File: src/rtl/fp_mult_iter.sv
// Iterative shift-add floating-point multiplier with valid/ready handshakes and IEEE-style flags.
// Optional build macro FP_MULT_ROUND_NEAREST_EN selects round-to-nearest-even instead of truncation.
module fp_mult_iter #(
  parameter int unsigned EXP_W = 8,
  parameter int unsigned MAN_W = 23
) (
  input  logic                   clk,
  input  logic                   rst,
  input  logic                   in_valid,
  output logic                   in_ready,
  input  logic [EXP_W+MAN_W:0]   a,
  input  logic [EXP_W+MAN_W:0]   b,
  output logic                   out_valid,
  input  logic                   out_ready,
  output logic [EXP_W+MAN_W:0]   product,
  output logic                   overflow,
  output logic                   underflow,
  output logic                   invalid
);

  localparam int unsigned W    = 1 + EXP_W + MAN_W;
  localparam int unsigned SW   = MAN_W + 1;
  localparam int unsigned PW   = 2 * SW;
  localparam int unsigned ES   = EXP_W + 2;
  localparam int unsigned CW   = $clog2(MAN_W + 1) + 1;
  localparam int unsigned BIAS = (1 << (EXP_W - 1)) - 1;
  localparam int unsigned EMAX = (1 << EXP_W) - 1;
  localparam logic signed [ES-1:0] EMAX_S = ES'(EMAX);
  localparam logic [W-1:0] QNAN = {1'b0, {EXP_W{1'b1}}, 1'b1, {(MAN_W-1){1'b0}}};

  typedef enum logic [1:0] {IDLE, MUL, NORM, DONE} state_e;

  state_e         state_q;
  logic [W-1:0]   a_q, b_q;
  logic [PW-1:0]  acc_q, mcand_q;
  logic [SW-1:0]  mplier_q;
  logic [CW-1:0]  cnt_q;
  logic           in_ready_q, out_valid_q;
  logic [W-1:0]   product_q;
  logic           overflow_q, underflow_q, invalid_q;

  // Normalise/round/special-case result, consumed in NORM
  logic [EXP_W-1:0]     ea, eb;
  logic [MAN_W-1:0]     fa, fb, mant, mant_r;
  logic                 sign, nan_a, nan_b, inf_a, inf_b, zero_a, zero_b;
  logic                 msb, carry;
  logic [PW-1:0]        norm;
  logic signed [ES-1:0] exp_s;
  logic [W-1:0]         res_d;
  logic                 ovf_d, unf_d, inv_d;
  logic                 unused_c;
`ifdef FP_MULT_ROUND_NEAREST_EN
  logic                 guard, sticky, round_up;
`endif

  always_comb begin
    ea     = a_q[MAN_W +: EXP_W];
    eb     = b_q[MAN_W +: EXP_W];
    fa     = a_q[MAN_W-1:0];
    fb     = b_q[MAN_W-1:0];
    sign   = a_q[W-1] ^ b_q[W-1];
    nan_a  = (ea == '1) && (fa != '0);
    nan_b  = (eb == '1) && (fb != '0);
    inf_a  = (ea == '1) && (fa == '0);
    inf_b  = (eb == '1) && (fb == '0);
    zero_a = (ea == '0);
    zero_b = (eb == '0);

    msb    = acc_q[PW-1];
    norm   = msb ? acc_q : (acc_q << 1);
    mant   = norm[PW-2 -: MAN_W];
`ifdef FP_MULT_ROUND_NEAREST_EN
    guard    = norm[MAN_W];
    sticky   = |norm[MAN_W-1:0];
    round_up = guard & (sticky | mant[0]);
    {carry, mant_r} = {1'b0, mant} + (MAN_W+1)'(round_up);
    unused_c = norm[PW-1];
`else
    carry    = 1'b0;
    mant_r   = mant;
    unused_c = ^{norm[PW-1], norm[MAN_W:0]};
`endif
    exp_s = ES'(ea) + ES'(eb) - ES'(BIAS) + ES'(msb) + ES'(carry);

    res_d = {sign, exp_s[EXP_W-1:0], mant_r};
    ovf_d = 1'b0;
    unf_d = 1'b0;
    inv_d = 1'b0;
    if (nan_a || nan_b || (inf_a && zero_b) || (inf_b && zero_a)) begin
      res_d = QNAN;
      inv_d = 1'b1;
    end else if (inf_a || inf_b) begin
      res_d = {sign, {EXP_W{1'b1}}, {MAN_W{1'b0}}};
    end else if (zero_a || zero_b) begin
      res_d = {sign, {(W-1){1'b0}}};
    end else if (!exp_s[ES-1] && (exp_s >= EMAX_S)) begin
      res_d = {sign, {EXP_W{1'b1}}, {MAN_W{1'b0}}};
      ovf_d = 1'b1;
    end else if (exp_s[ES-1] || (exp_s == '0)) begin
      res_d = {sign, {(W-1){1'b0}}};
      unf_d = 1'b1;
    end
  end

  // Control FSM and shift-add datapath
  always_ff @(posedge clk) begin
    if (rst) begin
      state_q     <= IDLE;
      a_q         <= '0;
      b_q         <= '0;
      acc_q       <= '0;
      mcand_q     <= '0;
      mplier_q    <= '0;
      cnt_q       <= '0;
      in_ready_q  <= 1'b1;
      out_valid_q <= 1'b0;
      product_q   <= '0;
      overflow_q  <= 1'b0;
      underflow_q <= 1'b0;
      invalid_q   <= 1'b0;
    end else begin
      case (state_q)
        IDLE: begin
          if (in_valid && in_ready_q) begin
            a_q        <= a;
            b_q        <= b;
            acc_q      <= '0;
            mcand_q    <= PW'({1'b1, a[MAN_W-1:0]});
            mplier_q   <= {1'b1, b[MAN_W-1:0]};
            cnt_q      <= '0;
            in_ready_q <= 1'b0;
            state_q    <= MUL;
          end
        end
        MUL: begin
          if (mplier_q[0]) acc_q <= acc_q + mcand_q;
          mcand_q  <= mcand_q << 1;
          mplier_q <= mplier_q >> 1;
          cnt_q    <= cnt_q + CW'(1);
          if (cnt_q == CW'(MAN_W)) state_q <= NORM;
        end
        NORM: begin
          product_q   <= res_d;
          overflow_q  <= ovf_d;
          underflow_q <= unf_d;
          invalid_q   <= inv_d;
          out_valid_q <= 1'b1;
          state_q     <= DONE;
        end
        DONE: begin
          if (out_ready) begin
            out_valid_q <= 1'b0;
            overflow_q  <= 1'b0;
            underflow_q <= 1'b0;
            invalid_q   <= 1'b0;
            in_ready_q  <= 1'b1;
            state_q     <= IDLE;
          end
        end
        default: state_q <= IDLE;
      endcase
    end
  end

  assign in_ready  = in_ready_q;
  assign out_valid = out_valid_q;
  assign product   = product_q;
  assign overflow  = overflow_q;
  assign underflow = underflow_q;
  assign invalid   = invalid_q;

endmodule

File: config.mk
export PLATFORM = sky130hd
export DESIGN_NAME = fp_mult_iter
export DESIGN_NICKNAME = d
export VERILOG_FILES = /design/src/rtl/fp_mult_iter.sv
export SDC_FILE = /design/constraint.sdc
export NUM_CORES = 1
export LEC_CHECK = 0
export ABC_CLOCK_PERIOD_IN_PS = 4300
export BUFFER_PORTS_ARGS = -buffer_cell sky130_fd_sc_hd__buf_2
export CORE_UTILIZATION = 60
export CTS_BUF_LIST = sky130_fd_sc_hd__clkbuf_8 sky130_fd_sc_hd__clkbuf_16
export CTS_CLUSTER_DIAMETER = 40
export DETAILED_ROUTE_END_ITERATION = 8
export GPL_TIMING_DRIVEN = 0
export PLACE_DENSITY = 0.8
export SYNTH_ARGS = -nofsm -noshare
export SYNTH_HDL_FRONTEND = slang
export SYNTH_SLANG_ARGS = --single-unit
export TNS_END_PERCENT = 1
File: constraint.sdc
create_clock -name clk -period 4.3 [get_ports clk]
set_clock_uncertainty 0.05 [all_clocks]
set_input_delay 0.215 -clock clk [delete_from_list [all_inputs] [get_ports clk]]
set_output_delay 0.215 -clock clk [all_outputs]
set_load 0.02 [all_outputs]
Word level (Yosys, flattened, before mapping)
Index checks and enable logic that the tools add are counted.
{ "totals": {"elab_cells": 99, "inputBits": 68, "output_inout_bits": 37, "ff_bits": 229} }
{ "op_classes": {"bitwise": 1, "n_mux": 37, "n_lt_le_gt_ge": 1, "reduce_logical": 32, "add_sub_neg": 5, "eq_ne": 10} }
{ "ops": {"columns": ["operator", "count"], "rows": [
  ["$pmux W48 S2", 2],
  ["$mux W48", 3],
  ["$mux W31", 4],
  ["$add A48 B48 Y48", 1],
  ["$pmux W24 S2", 1],
  ["$mux W47", 1],
  ["$logic_not A23 Y1", 2],
  ["$reduce_bool A23 Y1", 2],
  ["$mux W32", 1],
  ["$mux W24", 1],
  ["$eq A8 B8 Y1 const B", 2],
  ["$logic_not A8 Y1", 2],
  ["$mux W1", 13],
  ["$pmux W6 S2", 1],
  ["$add A10 B1 Y10", 1],
  ["$ge A10 B9 Y1 const B", 1],
  ["$logic_not A10 Y1", 1],
  ["$pmux W1 S2", 5],
  ["$sub A9 B7 Y10 const B", 1],
  ["$add A8 B8 Y9", 1],
  ["$reduce_and A3 Y1", 3],
  ["$logic_and A1 B1 Y1", 8],
  ["$ne A2 B2 Y1 const B", 4],
  ["$pmux W2 S4", 1],
  ["other kinds (12)", 24]
]} }

Logic depth before layout (Yosys ltp)
{ "logic_depth": {"ltp_word": 11, "mapped_depth": 16, "depth_no_buf": 14} }

Least setup slack after synthesis
Ideal clock, no wire load.
{ "synth_path": {"kind": "flip-flop to flip-flop", "start": "register acc_q[47]", "end": "register product_q[12], in the netlist product[12]", "required_ps": 4134, "path_stages_with_launch": 17, "setup_time_ps": 116, "synth_period_minus_slack_ps": 3464, "setup_slack_ps": 836, "arrival_ps": 3297, "path_buffers": 2, "path_cell_list": "dfxtp_1 clkbuf_1 inv_1 ha_1 inv_1 ha_1 fa_1 a21o_1 a21oi_1 o21bai_1 a21oi_1 xor2_1 nand3_1 o41a_2 nand3_2 buf_6 o21ai_1"} }
{ "synth_between": {"elab_chain_len": 8, "elab_cells_between_ends": 12, "cone_classes": "add/sub (1); order compare (1); mux (6); reduce/logical (4)"} }
{ "synth_rtl": {"columns": ["element", "line_no", "rtl"], "rows": [
  ["from (decl)", "35", "logic [PW-1:0] acc_q, mcand_q;"],
  ["from (signal assigned)", "136", "if (mplier_q[0]) acc_q <= acc_q + mcand_q;"],
  ["branches (longest 4 deep; another with $add A10 B1 Y10)", null, null],
  ["$mux W31 *", "96", "end else if (!exp_s[ES-1] && (exp_s >= EMAX_S)) begin"],
  ["$mux W31 *", "94", "end else if (zero_a || zero_b) begin"],
  ["$mux W31 *", "92", "end else if (inf_a || inf_b) begin"],
  ["$mux W32 *", "89", "if (nan_a || nan_b || (inf_a && zero_b) || (inf_b && zero_a)) begin"],
  ["to (signal assigned)", "143", "product_q <= res_d;"],
  ["to (decl)", "39", "logic [W-1:0] product_q;"]
]} }
Mark *: on every way between the ends.
A chain may end at the register's enable or synchronous reset.

Worst setup path after layout
{ "layout_path": {"start": "register acc_q[47]", "end": "register product_q[14], in the netlist product[14]"} }
The elaborated chain is that of the path after synthesis.

==> results_dict.tcl <==
set metrics [dict create \
    status "complete, no violations" \
    root_buffer "clkbuf_16" \
    synth_top_cells_by_area "dfxtp_1 (38%), ha_1 (7.2%), nand2_1 (6.7%), mux2i_1 (5.9%), a21oi_1 (5.2%)" \
    cp_data_required_time_ns 4.68 \
    routed_via_density 5.945 \
    ys_ff_latch 229 \
    cp_cell_sequence "inv_1 -> ha_1 -> inv_1 -> ha_1 -> fa_1 -> a21o_1 -> a21oi_1 -> o21bai_1 -> a21oi_1 -> xor2_1 -> nand3_1 -> o41a_2 -> nand3_2 -> buf_6 -> o21ai_1" \
    fin_crit_ns 4.017 \
    area_growth_pct 21.33 \
    routedWlPerCell_um 17.35 \
    layout_setup_ws_ns 0.2828 \
    vias 11400 \
    cp.arrival_ns 4.39 \
    clk_pin_slew_worst_paths_ns 0.06 \
    maxCapViolCount 0 \
    syn-num-nets 1567 \
    min_period_over_period_pct 93.42 \
    min_to "underflow" \
    reg2regPathDepth 15 \
    yosys-top-cells-count "dfxtp_1 (229), nand2_1 (214), nor2_1 (154)" \
    drv_slew 0 \
    regToRegEndpoint "product[14]" \
    netlist_area_um2 11970 \
    detail-route-antenna-nets 0 \
    num_io_pins 105 \
    grt_remaining_overflow 0 \
    cp-end-kind "flop" \
    grt_max_degree 16 \
    drc_errors 0 \
    die_y_um 143.2 \
    fmax_mhz 248.9 \
    firstDrtPassIters 5 \
    critical-path-top-delay-family "compound AO/OA/AOI/OAI gates" \
    core_um2 19530 \
    hp-class "in2reg" \
    p_sw_share_pct 37.76 \
    min_from "rst" \
    rsz0062_at_grt "no" \
    core.rowCount 51 \
    synth_cells 1428 \
    cts_tree "done" \
    powerDensity_nw_per_um2 549.0 \
    clock-sinks 229 \
    cts_buffer_depth 3 \
    grt_pass1_vias 11170 \
    max_slew_margin_pct 40.55 \
    power_frac_clock_pct 32.2 \
    yosysMostFrequentCell "dfxtp_1" \
    leakage_nw 5.995 \
    place_ws_ns 0.2025 \
    nets 1769 \
    synth-edff-count 0 \
    worstSetupStartpointType "flop" \
    grt_pass1_wl_um 53680 \
    globalplace.congestion 0.9316 \
    drtIter0Drc 816 \
    dp_hpwl_um 23040 \
    worstSetupPathType "reg2reg" \
    slowest_delay_ns 0.65 \
    final_hold_viol_count 0 \
    slowest_stage "dfxtp_1" \
    cts_buffers 31 \
    synth_top_cell_by_area "dfxtp_1" \
    track_usage_pct 32.50 \
    syn_area_per_cell_um2 8.381 \
    tightest_slew_ns 0.8884 \
    htree_levels 1 \
    start_util_pct 61.29 \
    fillCellCount 1439 \
    worstReg2RegStart "acc_q[47]" \
    numPortBuffers 104 \
    ys.flop_type "dfxtp_1" \
    synthArstFlopShare_pct 0 \
    yosysWarningCount 0 \
    setup_violations 0 \
    dieArea_um2 20510 \
    p_int_mw 4.962 \
    pwr-share-seq_pct 35.1 \
    cp_max_fo 10 \
    r2r_setup_slack_ns 0.28 \
    drive_above_1_share_pct 11.68 \
    vdd_drop_max_mv 0.4628 \
    yosysUniqueCellTypes 75 \
    ys_seq_area_share_pct 38.31 \
    wl_um 33280 \
    fp.dieW_um 143.2 \
    clock_latency_ns 0.56 \
    antenna_found_initial 1 \
    tns_ns 0 \
    combPwrFrac_pct 32.7 \
    post_cts_buffers 0 \
    crit_buf_inv 3 \
    synth_top_area_share_pct 38.31 \
    switching_power_mw 3.010 \
    hold_depth 4 \
]
placed cells by master (no fill, tap or decap), types with 31 or more instances in the layout:
cell type and count:
a21oi_1 125, dlygate4sd3_1 66, o21ai_1 45, a22oi_1 51
clkbuf_16 31, buf_2 106, mux2i_1 71, nor2_1 154
nand2_1 214, a21o_1 31, a211oi_1 49, xnor2_1 31
dfxtp_1 229, clkbuf_1 69, ha_1 69
stage by stage:
| stage | utilization, % | cell area (um2) | total power [mW] | instances | hold slack (ns) |
|---|---|---|---|---|---|
| floorplan | - | 11970 | 4.565 | 1428 | 0.3010 |
| global placement | 65.65 | 12820 | 5.167 | 1797 | 0.3827 |
| detailed placement | 65.65 | 12820 | 5.274 | 1797 | 0.3877 |
| CTS | 74.37 | 14520 | 7.896 | 1918 | 0.3210 |
| global route | 74.36 | 14520 | 8.356 | 1918 | 0.4035 |
| finish | 74.36 | 14520 | 7.972 | 1918 | 0.3619 |
kinds of logic after synthesis:
kind of cell | Yosys count | synth area share, %
AOI/OAI and AO/OA | 403 | 22.89
DFF | 229 | 38.31
muxes | 72 | 6.032
buffers and inverters | 116 | 3.785
adders and majority gates | 71 | 7.548
and+or+nand+nor | 480 | 17.27
xor gates and xnor gates | 57 | 4.171
power groups by stage:
stage	registers (mW)	logic [mW]	clock network, mW
2_1_floorplan	2.78	1.79	0
6_report	2.80	2.61	2.56
5_1_grt	2.84	2.84	2.68
3_3_place_gp	2.80	2.36	0
3_5_place_dp	2.82	2.45	0
4_1_cts	2.79	2.53	2.58
registers in the layout, summed over array words and instances, names as in the netlist:
register / flops
acc_q: 48
mcand_q: 48
a_q: 32
b_q: 32
product: 32
mplier_q: 24
cnt_q: 6
state_q: 2
in_ready: 1
invalid: 1
out_valid: 1
overflow: 1
underflow: 1
final cells by class:
class	count	area [um2]	share of cell area (%)
diodes	1	2.502	0.01723
well taps	265	331.6	2.283
clock buffers	34	817.0	5.627
repair buffers	170	1181	8.134
clock inverters	21	224.0	1.542
plain buffers	86	340.3	2.344
multi-input cells	1083	6930	47.73
flip-flops and latches	229	4584	31.57
inverters	29	108.9	0.7497
metal layers:
| layer | vias up | global-route usage, % | part of all wire, % |
|---|---|---|---|
| met3 | 121 | 4.292 | 5.9 |
| met2 | 447 | 57.61 | 49 |
| li1 | 5517 | - | - |
| met4 | 0 | 15.57 | 4.7 |
| met5 | - | 0 | 0 |
| met1 | 5317 | 38.69 | 41 |
worst max path at each step:
stage                         start  cells after the start  slack (ns)     endpoint
after floorplan           acc_q[47]                     16        0.84  product[12]
after global routing      acc_q[47]                     15        0.02  product[14]
after CTS                 acc_q[47]                     16        0.16  product[14]
after detailed placement  acc_q[47]                     16        0.20  product[14]
final                     acc_q[47]                     15        0.28  product[14]
after global placement    acc_q[47]                     16        0.24   product[2]
worst reg2reg max path: stages, from the launching register on:
cell,delay (ns)
dfxtp_1,0.65
inv_1,0.18
ha_1,0.32
inv_1,0.04
ha_1,0.20
fa_1,0.40
a21o_1,0.19
a21oi_1,0.26
o21bai_1,0.10
a21oi_1,0.19
xor2_1,0.28
nand3_1,0.15
o41a_2,0.47
nand3_2,0.17
buf_6,0.16
o21ai_1,0.09
repair_timing:
item,CTS,global route
setup endpoints to repair,0,25
endpoints found under the hold margin,107,0
hold buffers,66,0
resized for setup,0,0
No activity file was read; power rests on OpenSTA's default activity.
